$ cat config.mk
export PLATFORM = sky130hd
export DESIGN_NAME = opb_counter_bank
export DESIGN_NICKNAME = d
export VERILOG_FILES = /design/src/rtl/opb_counter_bank.sv
export SDC_FILE = /design/constraint.sdc
export NUM_CORES = 1
export LEC_CHECK = 0
export BUFFER_PORTS_ARGS = -buffer_cell sky130_fd_sc_hd__buf_2
export CELL_PAD_IN_SITES_DETAIL_PLACEMENT = 2
export CELL_PAD_IN_SITES_GLOBAL_PLACEMENT = 2
export CORE_ASPECT_RATIO = 1.1
export CORE_MARGIN = 3
export CORE_UTILIZATION = 40
export CTS_CLUSTER_SIZE = 40
export DETAILED_ROUTE_END_ITERATION = 12
export GPL_TIMING_DRIVEN = 0
export MAX_ROUTING_LAYER = met4
export PLACE_DENSITY = 0.81
export SLEW_MARGIN = 15
export SYNTH_ARGS = -nofsm -noshare
export SYNTH_HDL_FRONTEND = slang
export SYNTH_SLANG_ARGS = --single-unit
$ cat constraint.sdc
create_clock -name OPB_Clk -period 7.8 [get_ports OPB_Clk]
set_clock_uncertainty 0.2 [all_clocks]
set_input_delay 1.17 -clock OPB_Clk [delete_from_list [all_inputs] [get_ports OPB_Clk]]
set_output_delay 1.17 -clock OPB_Clk [all_outputs]
set_load 0.01 [all_outputs]
$ cat src/rtl/opb_counter_bank.sv
// Bank of N_CH event counters with atomic snapshot shadows, sticky overflow flags and
// software clear/saturate control, exposed as an OPB slave register window.

module opb_counter_bank_lane #(
    parameter int unsigned CNT_WIDTH = 32
) (
    input  logic                 clk,
    input  logic                 rst_n,
    input  logic                 ev,
    input  logic                 sat,
    input  logic                 snap,
    input  logic                 clr,
    output logic [CNT_WIDTH-1:0] cnt,
    output logic [CNT_WIDTH-1:0] shadow,
    output logic                 ovf_set
);
    logic [CNT_WIDTH-1:0] cnt_q, cnt_d, shadow_q, shadow_d;
    logic                 at_max;

    always_comb begin
        at_max   = &cnt_q;
        // shadow always takes the pre-increment, pre-clear value
        shadow_d = snap ? cnt_q : shadow_q;
        cnt_d    = cnt_q;
        ovf_set  = 1'b0;
        if (clr) begin
            cnt_d = '0;
        end else if (ev) begin
            if (at_max) begin
                cnt_d   = sat ? cnt_q : '0;
                ovf_set = 1'b1;
            end else begin
                cnt_d = cnt_q + 1'b1;
            end
        end
    end

    always_ff @(posedge clk or negedge rst_n) begin
        if (!rst_n) begin
            cnt_q    <= '0;
            shadow_q <= '0;
        end else begin
            cnt_q    <= cnt_d;
            shadow_q <= shadow_d;
        end
    end

    assign cnt    = cnt_q;
    assign shadow = shadow_q;
endmodule

module opb_counter_bank #(
    parameter logic [31:0] C_BASEADDR   = 32'h01080200,
    parameter logic [31:0] C_HIGHADDR   = 32'h010802FF,
    parameter int unsigned C_OPB_AWIDTH = 32,
    parameter int unsigned C_OPB_DWIDTH = 32,
    parameter int unsigned N_CH         = 4,
    parameter int unsigned CNT_WIDTH    = 32
) (
    input  logic                    OPB_Clk,
    input  logic                    OPB_Rst_n,
    input  logic [0:C_OPB_AWIDTH-1] OPB_ABus,
    input  logic [0:3]              OPB_BE,
    input  logic [0:C_OPB_DWIDTH-1] OPB_DBus,
    input  logic                    OPB_RNW,
    input  logic                    OPB_select,
    input  logic                    OPB_seqAddr,
    output logic [0:C_OPB_DWIDTH-1] Sl_DBus,
    output logic                    Sl_errAck,
    output logic                    Sl_retry,
    output logic                    Sl_toutSup,
    output logic                    Sl_xferAck,
    input  logic [N_CH-1:0]         event_in,
    input  logic                    cnt_en,
    input  logic                    snap_in,
    output logic                    ovf_any
);
    // OPB bit 0 is the MSB; plain assignment to [31:0] gives conventional numbering.
    logic [31:0] abus, wdata, off, rdata;
    logic        hit;

    logic        ack_q, ack_d, rnw_q, rnw_d, be_ok_q, be_ok_d;
    logic [29:0] word_q, word_d;
    logic [31:0] wdata_q, wdata_d;
    logic        sat_q, sat_d, ovf_any_q, ovf_any_d;
    logic [N_CH-1:0] ovf_q, ovf_d, ovf_set, w1c_mask, ev;

    logic [N_CH-1:0][CNT_WIDTH-1:0] cnt, shadow;
    logic fire, ctrl_wr, stat_wr, snap, clr;

    assign abus  = OPB_ABus;
    assign wdata = OPB_DBus;
    assign off   = abus - C_BASEADDR;
    assign hit   = OPB_select && (abus >= C_BASEADDR) && (abus <= C_HIGHADDR);

    always_comb begin
        // never ack on back-to-back cycles; request is latched on the hit edge
        ack_d   = hit && !ack_q;
        rnw_d   = ack_d ? OPB_RNW : rnw_q;
        be_ok_d = ack_d ? (OPB_BE == 4'b1111) : be_ok_q;
        word_d  = ack_d ? off[31:2] : word_q;
        wdata_d = ack_d ? wdata : wdata_q;

        fire     = ack_q && !rnw_q && be_ok_q;
        ctrl_wr  = fire && (word_q == 30'd0);
        stat_wr  = fire && (word_q == 30'd1);
        snap     = snap_in || (ctrl_wr && wdata_q[0]);
        clr      = ctrl_wr && wdata_q[1];
        sat_d    = ctrl_wr ? wdata_q[2] : sat_q;
        w1c_mask = stat_wr ? wdata_q[N_CH-1:0] : '0;
        ovf_d    = (ovf_q & ~w1c_mask) | ovf_set;
        ovf_any_d = |ovf_q;
        ev       = event_in & {N_CH{cnt_en}};
    end

    for (genvar i = 0; i < N_CH; i++) begin : g_lane
        opb_counter_bank_lane #(.CNT_WIDTH(CNT_WIDTH)) u_lane (
            .clk    (OPB_Clk),
            .rst_n  (OPB_Rst_n),
            .ev     (ev[i]),
            .sat    (sat_q),
            .snap   (snap),
            .clr    (clr),
            .cnt    (cnt[i]),
            .shadow (shadow[i]),
            .ovf_set(ovf_set[i])
        );
    end

    always_ff @(posedge OPB_Clk or negedge OPB_Rst_n) begin
        if (!OPB_Rst_n) begin
            ack_q     <= 1'b0;
            rnw_q     <= 1'b0;
            be_ok_q   <= 1'b0;
            word_q    <= '0;
            wdata_q   <= '0;
            sat_q     <= 1'b0;
            ovf_q     <= '0;
            ovf_any_q <= 1'b0;
        end else begin
            ack_q     <= ack_d;
            rnw_q     <= rnw_d;
            be_ok_q   <= be_ok_d;
            word_q    <= word_d;
            wdata_q   <= wdata_d;
            sat_q     <= sat_d;
            ovf_q     <= ovf_d;
            ovf_any_q <= ovf_any_d;
        end
    end

    always_comb begin
        rdata = '0;
        if (word_q == 30'd0) begin
            rdata[2] = sat_q;
        end else if (word_q == 30'd1) begin
            rdata[N_CH-1:0] = ovf_q;
        end else begin
            for (int k = 0; k < int'(N_CH); k++) begin
                if (word_q == 30'(k + 2)) rdata[CNT_WIDTH-1:0] = shadow[k];
            end
        end
    end

    assign Sl_DBus    = (ack_q && rnw_q) ? rdata : '0;
    assign Sl_xferAck = ack_q;
    assign Sl_errAck  = 1'b0;
    assign Sl_retry   = 1'b0;
    assign Sl_toutSup = 1'b0;
    assign ovf_any    = ovf_any_q;

    logic unused_ok;
    assign unused_ok = ^{OPB_seqAddr, off[1:0], wdata_q, cnt};
endmodule
# == Yosys cells after proc, flatten, opt, wreduce, memory -nomap -nowiden ==
# Cells that the tools add are included.
# classes
addsub,5
n_lt_le_gt_ge,2
eq_ne,10
mux,36
n_bitwise,4
n_reduce_logical,27
# ops
operator,count
$mux W32,18
$add A32 B1 Y32 const B,4
$reduce_and A32 Y1,4
$eq A30 B2 Y1 const B,2
$eq A30 B3 Y1 const B,2
$ge A32 B25 Y1 const B,1
$le A32 B25 Y1 const B,1
$sub A32 B25 Y32 const B,1
$eq A30 B1 Y1 const B,1
$logic_not A30 Y1,1
$mux W29,1
$mux W28,1
$mux W1,13
$ne A3 B3 Y1 const B,4
$logic_and A1 B1 Y1,10
$and A4 B4 Y4,2
$mux W4,2
$reduce_and A2 Y1,4
$reduce_bool A2 Y1,4
$eq A4 B4 Y1 const B,1
$not A4 Y4,1
$or A4 B4 Y4,1
$reduce_or A4 Y1,1
$logic_not A1 Y1,2
2 further kinds,2
# totals
register_bits,299
input_bits,79
output_inout_bits,37
word_cells,100

# == Longest topological paths before layout ==
# logic_depth
word_depth,8
ltp_mapped,9
depth_no_buf,7

# == Hierarchy ==
# Synthesis repeated with hierarchy kept, for this count alone.
# hier_totals
hier_cells,1511
hier_area_um2,15879.0
# modules_own_cells
module,n_inst,cells_each,area_per_inst_um2,seq_area_each_um2
opb_counter_bank_lane,4,291,3141.8,1601.5
opb_counter_bank,1,347,3311.9,1076.0

# == Worst setup path after synthesis ==
# Ideal clock, no wire load.
# synth_timing
path_kind,register -> output
startpoint,register word_q[15]
endpoint,output port Sl_DBus[29] (netlist name)
arrival_ns,2.092
required_ns,6.430
slack_ns,4.338
path_stages_with_launch,7
n_path_buf,2
cell_sequence,dfrtp_1 nor4_1 nand4_1 or4_1 clkbuf_1 clkbuf_1 o32ai_1
# synth_between
elab_chain_cells,8
word_cells_on_any_way,13
cone_classes,eq/ne (5); mux (7); reduce/logical (1)
# synth_lines
element,line_no,text
start: declaration,83,"logic [29:0] word_q, word_d;"
start signal: assignment,144,word_q <= word_d;
$eq A30 B2 Y1,160,if (word_q == 30'(k + 2)) rdata[CNT_WIDTH-1:0] = shadow[k];
$mux W32 (4 in series),160,
$mux W4,156,end else if (word_q == 30'd1) begin
$mux W1 (*),154,if (word_q == 30'd0) begin
$mux W32 (*),165,assign Sl_DBus = (ack_q && rnw_q) ? rdata : '0;
end: declaration,68,"output logic [0:C_OPB_DWIDTH-1] Sl_DBus,"
# Every way passes the cells marked *; elsewhere a longest branch is shown, timed or not.

# == Worst setup path after layout ==
# layout_timing
startpoint,register word_q[3]
endpoint,output port Sl_DBus[12] (netlist name)
# layout_between
elab_chain_cells,8
word_cells_on_any_way,13
cone_classes,eq/ne (5); mux (7); reduce/logical (1)
# layout_lines
element,line_no
$eq A30 B2 Y1,160
$mux W32 (4 in series),160
$mux W28,156
$mux W29 (*),154
$mux W32 (*),165
# Marks and branches as above.

==> reports/results.ini <==
[clock_tree]
cts-resized-gates=0
path_clk_slew_ns=0.06
cts_tree=built
numCtsBuffers=36
insertion_delay_ns=0.53
cts_setup_buffers=0
root_buffer=clkbuf_16
hold_buffers=0
h-tree-depth=2
clk_path_buf_depth=3
numClockSinks=299

[placed_design]
hpwl_um=41200
place_ws_ns=3.15
postPlaceCellArea_um2=16200
numPortBuffers=81
gp_congestion=0.830

[critical_path]
cp_cell_sequence=nor4_1 -> nand4_1 -> or4_1 -> clkbuf_1 -> clkbuf_1 -> o22a_1 -> nor2_1 -> buf_2
r2r-start=word_q[3]
worstPathArrival_ns=3.87
r2r_end=g_lane[3].u_lane.shadow[31]
endpoint_kind=primary output
path_class=flop to primary output
reg2reg_setup_slack_ns=3.60
max_stage_delay_ns=0.64
crit_slowest_cell=nor4_1
worstRegToRegCells=7
path_max_fanout=10
cp_common_cell=clkbuf_1
cp-start-kind=flop
cp.required_ns=6.43

[synthesis]
synth_compound_area_frac=0.122
synth_warnings=0
async_flop_share=1.00
seq_area_frac_synth=0.498
ys_seq_elements=299
synth_edf_count=0
synth_top_flop_cell=dfrtp_1
syn_area_um2=15000
synthSimpleGateAreaFrac=0.175
synth-xor-area-share=0.0151
syn_inst=1434
synthAdderAreaFrac=0.00416
synth_mux_area_frac=0.157
ys_types=60
synth_top_family_by_area=simple AND/OR/NAND/NOR gates
avgSynthCellArea_um2=10.5

[timing]
rsz0062_at_grt=false
slew-limit-headroom=0.281
fin_ws_ns=2.56
max_freq_ghz=0.191
hold_viol=0
worst_pin_slew_ns=1.07
timing.final.crit_period_ns=5.24
setup_viol=0
slew_viol_final=0
post-route-period-util=0.672

[drt]
via_count=12700
wl_um=56900
wire_per_inst_um=27.5
via_per_inst=6.11
ant_nets=0
drt_pre_antenna_iters=5
drc=0
drt-initial-drc-count=732

[power]
clkPwrFrac=0.448
p_leak_uw=0.00722
power_switching_share=0.264
combPwrFrac=0.074
ir_worst_vdd_mv=0.174
p_int_uw=2720
switchingPower_uw=976
power_density_nw_per_um2=213
pwr-share-seq=0.479

[global_routing]
grt_usage=0.295
grt_pass1_wl_um=87900
grt_pass1_vias=14000
grt_max_degree=84
antenna_found_initial=3
overflow=0

[finish]
multi_input_area_um2=7160
drive_gt1_frac=0.201
final_core_util=0.473
fillers=3812
area_delta_synth_final_pct=15.3
nets=1644
ff_latch_area_um2=7480
final_cell_area_um2=17300

[die]
die_x_um=191
die_h_um=209
io_pins=116
dieArea_um2=40000
design.core.area_um2=36600
rows=73
initial_utilization=0.411

[hold_path]
hold_start=word_q[9]
hold_class=flop to flop
whs_path_depth=1
holdPathEnd=word_q[9]

[outcome]
status=finished, final reports clean

[flow_run]
drv_cap=0

-- through the flow --
step                hold slack (ns)  power [uW]  cells  TNS [ns]
global route                  0.333        3820   2072         0
finish                        0.299        3700   2072         0
floorplan                     0.250        1880   1436         0
CTS                           0.305        3720   2070         0
detailed placement            0.291        2060   2009         0
global placement              0.275        2020   2004   -121.68
-- power by group through the flow --
stage,combinational (uW),sequential [uW],clock [uW]
CTS,276,1770,1670
global route,306,1780,1740
finish,272,1770,1650
detailed placement,269,1790,0
global placement,240,1780,0
floorplan,157,1720,0
-- logic make-up (layout without fill, tap and decap cells) --
group / count (synthesis) / count (layout)
other cells: 1 / 5
compound gates: 286 / 286
fa+ha+maj: 5 / 5
xor+xnor: 26 / 26
flops: 299 / 299
buf+inv: 105 / 252
mux: 217 / 217
simple gates: 495 / 495
-- how the worst max path moves through the flow --
| stage | start | to | cells past startpoint |
|---|---|---|---|
| global placement | OPB_Rst_n | g_lane[2].u_lane.cnt[14] | 1 |
| detailed placement | word_q[3] | Sl_DBus[12] | 8 |
| CTS | word_q[3] | Sl_DBus[12] | 8 |
| global route | word_q[3] | Sl_DBus[12] | 8 |
| finish | word_q[3] | Sl_DBus[12] | 8 |
| floorplan | word_q[15] | Sl_DBus[29] | 6 |
-- flip-flops by register name, summed over array words and instances, names as in the netlist --
| register | count |
|---|---|
| word_q | 30 |
| g_lane.u_lane.cnt | 128 |
| rnw_q | 1 |
| Sl_xferAck | 1 |
| wdata_q | 4 |
| ovf_q | 4 |
| sat_q | 1 |
| g_lane.u_lane.shadow | 128 |
| ovf_any | 1 |
| be_ok_q | 1 |
-- final cells by class --
| cell class | instances | share of cell area |
|---|---|---|
| Multi-Input combinational cell | 1032 | 0.413 |
| Clock buffer | 54 | 0.0611 |
| Buffer | 83 | 0.0203 |
| Timing Repair Buffer | 86 | 0.0296 |
| Inverter | 22 | 0.00476 |
| Clock inverter | 7 | 0.00404 |
| Antenna cell | 2 | 0.000289 |
| Sequential cell | 299 | 0.432 |
| Tap cell | 487 | 0.0351 |
-- critical path, delay by kind of cell (launching register included) --
kind | cells | cell delay, ns
AO/OA/AOI/OAI | 1 | 0.30
flip-flops | 1 | 0.39
buffers and inverters | 3 | 0.76
AND/OR/NAND/NOR | 4 | 1.89
-- cells in the mapped netlist (all sizes together) (2+ instances only) --
master | n | share of area
nor2 | 94 | 0.023
mux2 | 138 | 0.10
nor3 | 30 | 0.010
a22oi | 2 | 0.0010
o2111ai | 8 | 0.0047
nand4 | 37 | 0.015
o21ai | 90 | 0.030
buf | 30 | 0.010
nor4 | 23 | 0.010
clkbuf | 53 | 0.013
xor2 | 22 | 0.013
nand2b | 19 | 0.0079
nor3b | 5 | 0.0025
a211o | 2 | 0.0012
nand3 | 57 | 0.019
or4 | 13 | 0.0065
o311ai | 3 | 0.0017
or3 | 47 | 0.020
nand2 | 88 | 0.022
and2 | 13 | 0.0054
o22ai | 4 | 0.0017
nand3b | 4 | 0.0020
mux2i | 78 | 0.052
o211ai | 12 | 0.0060
a21oi | 62 | 0.021
a21o | 2 | 0.0010
a31oi | 3 | 0.0012
ha | 5 | 0.0042
a211oi | 16 | 0.0080
inv | 21 | 0.0052
o31ai | 20 | 0.010
o21a | 15 | 0.0075
and3 | 19 | 0.0079
o22a | 28 | 0.016
a311oi | 4 | 0.0023
and4 | 21 | 0.012
a22o | 4 | 0.0023
xnor2 | 4 | 0.0023
dfrtp | 299 | 0.50
nor2b | 16 | 0.0067
or2 | 8 | 0.0033
-- layer usage --
layer	up-vias	GRT usage	wire, um
li1	5537	-	-
met1	6726	0.352	22800
met2	296	0.516	29800
met3	107	0.0341	2130
met4	0	0.106	2280
met5	-	-	0
-- cells in the final DEF (no fill, tap or decap), drive strengths merged, types with 13 or more instances in the layout --
master / Yosys / routed
o21a: 15 / 15
o21ai: 90 / 90
nor2: 94 / 94
nand3: 57 / 57
nand2: 88 / 88
o31ai: 20 / 20
inv: 21 / 23
nor4: 23 / 23
xor2: 22 / 22
o22a: 28 / 28
or4: 13 / 13
nand4: 37 / 37
a211oi: 16 / 16
clkbuf: 53 / 107
buf: 30 / 116
nor2b: 16 / 16
a21oi: 62 / 62
and2: 13 / 13
mux2: 138 / 138
mux2i: 78 / 78
and4: 21 / 21
dfrtp: 299 / 299
and3: 19 / 19
nand2b: 19 / 19
or3: 47 / 47
nor3: 30 / 30
No activity file was read; power rests on OpenSTA's default activity.
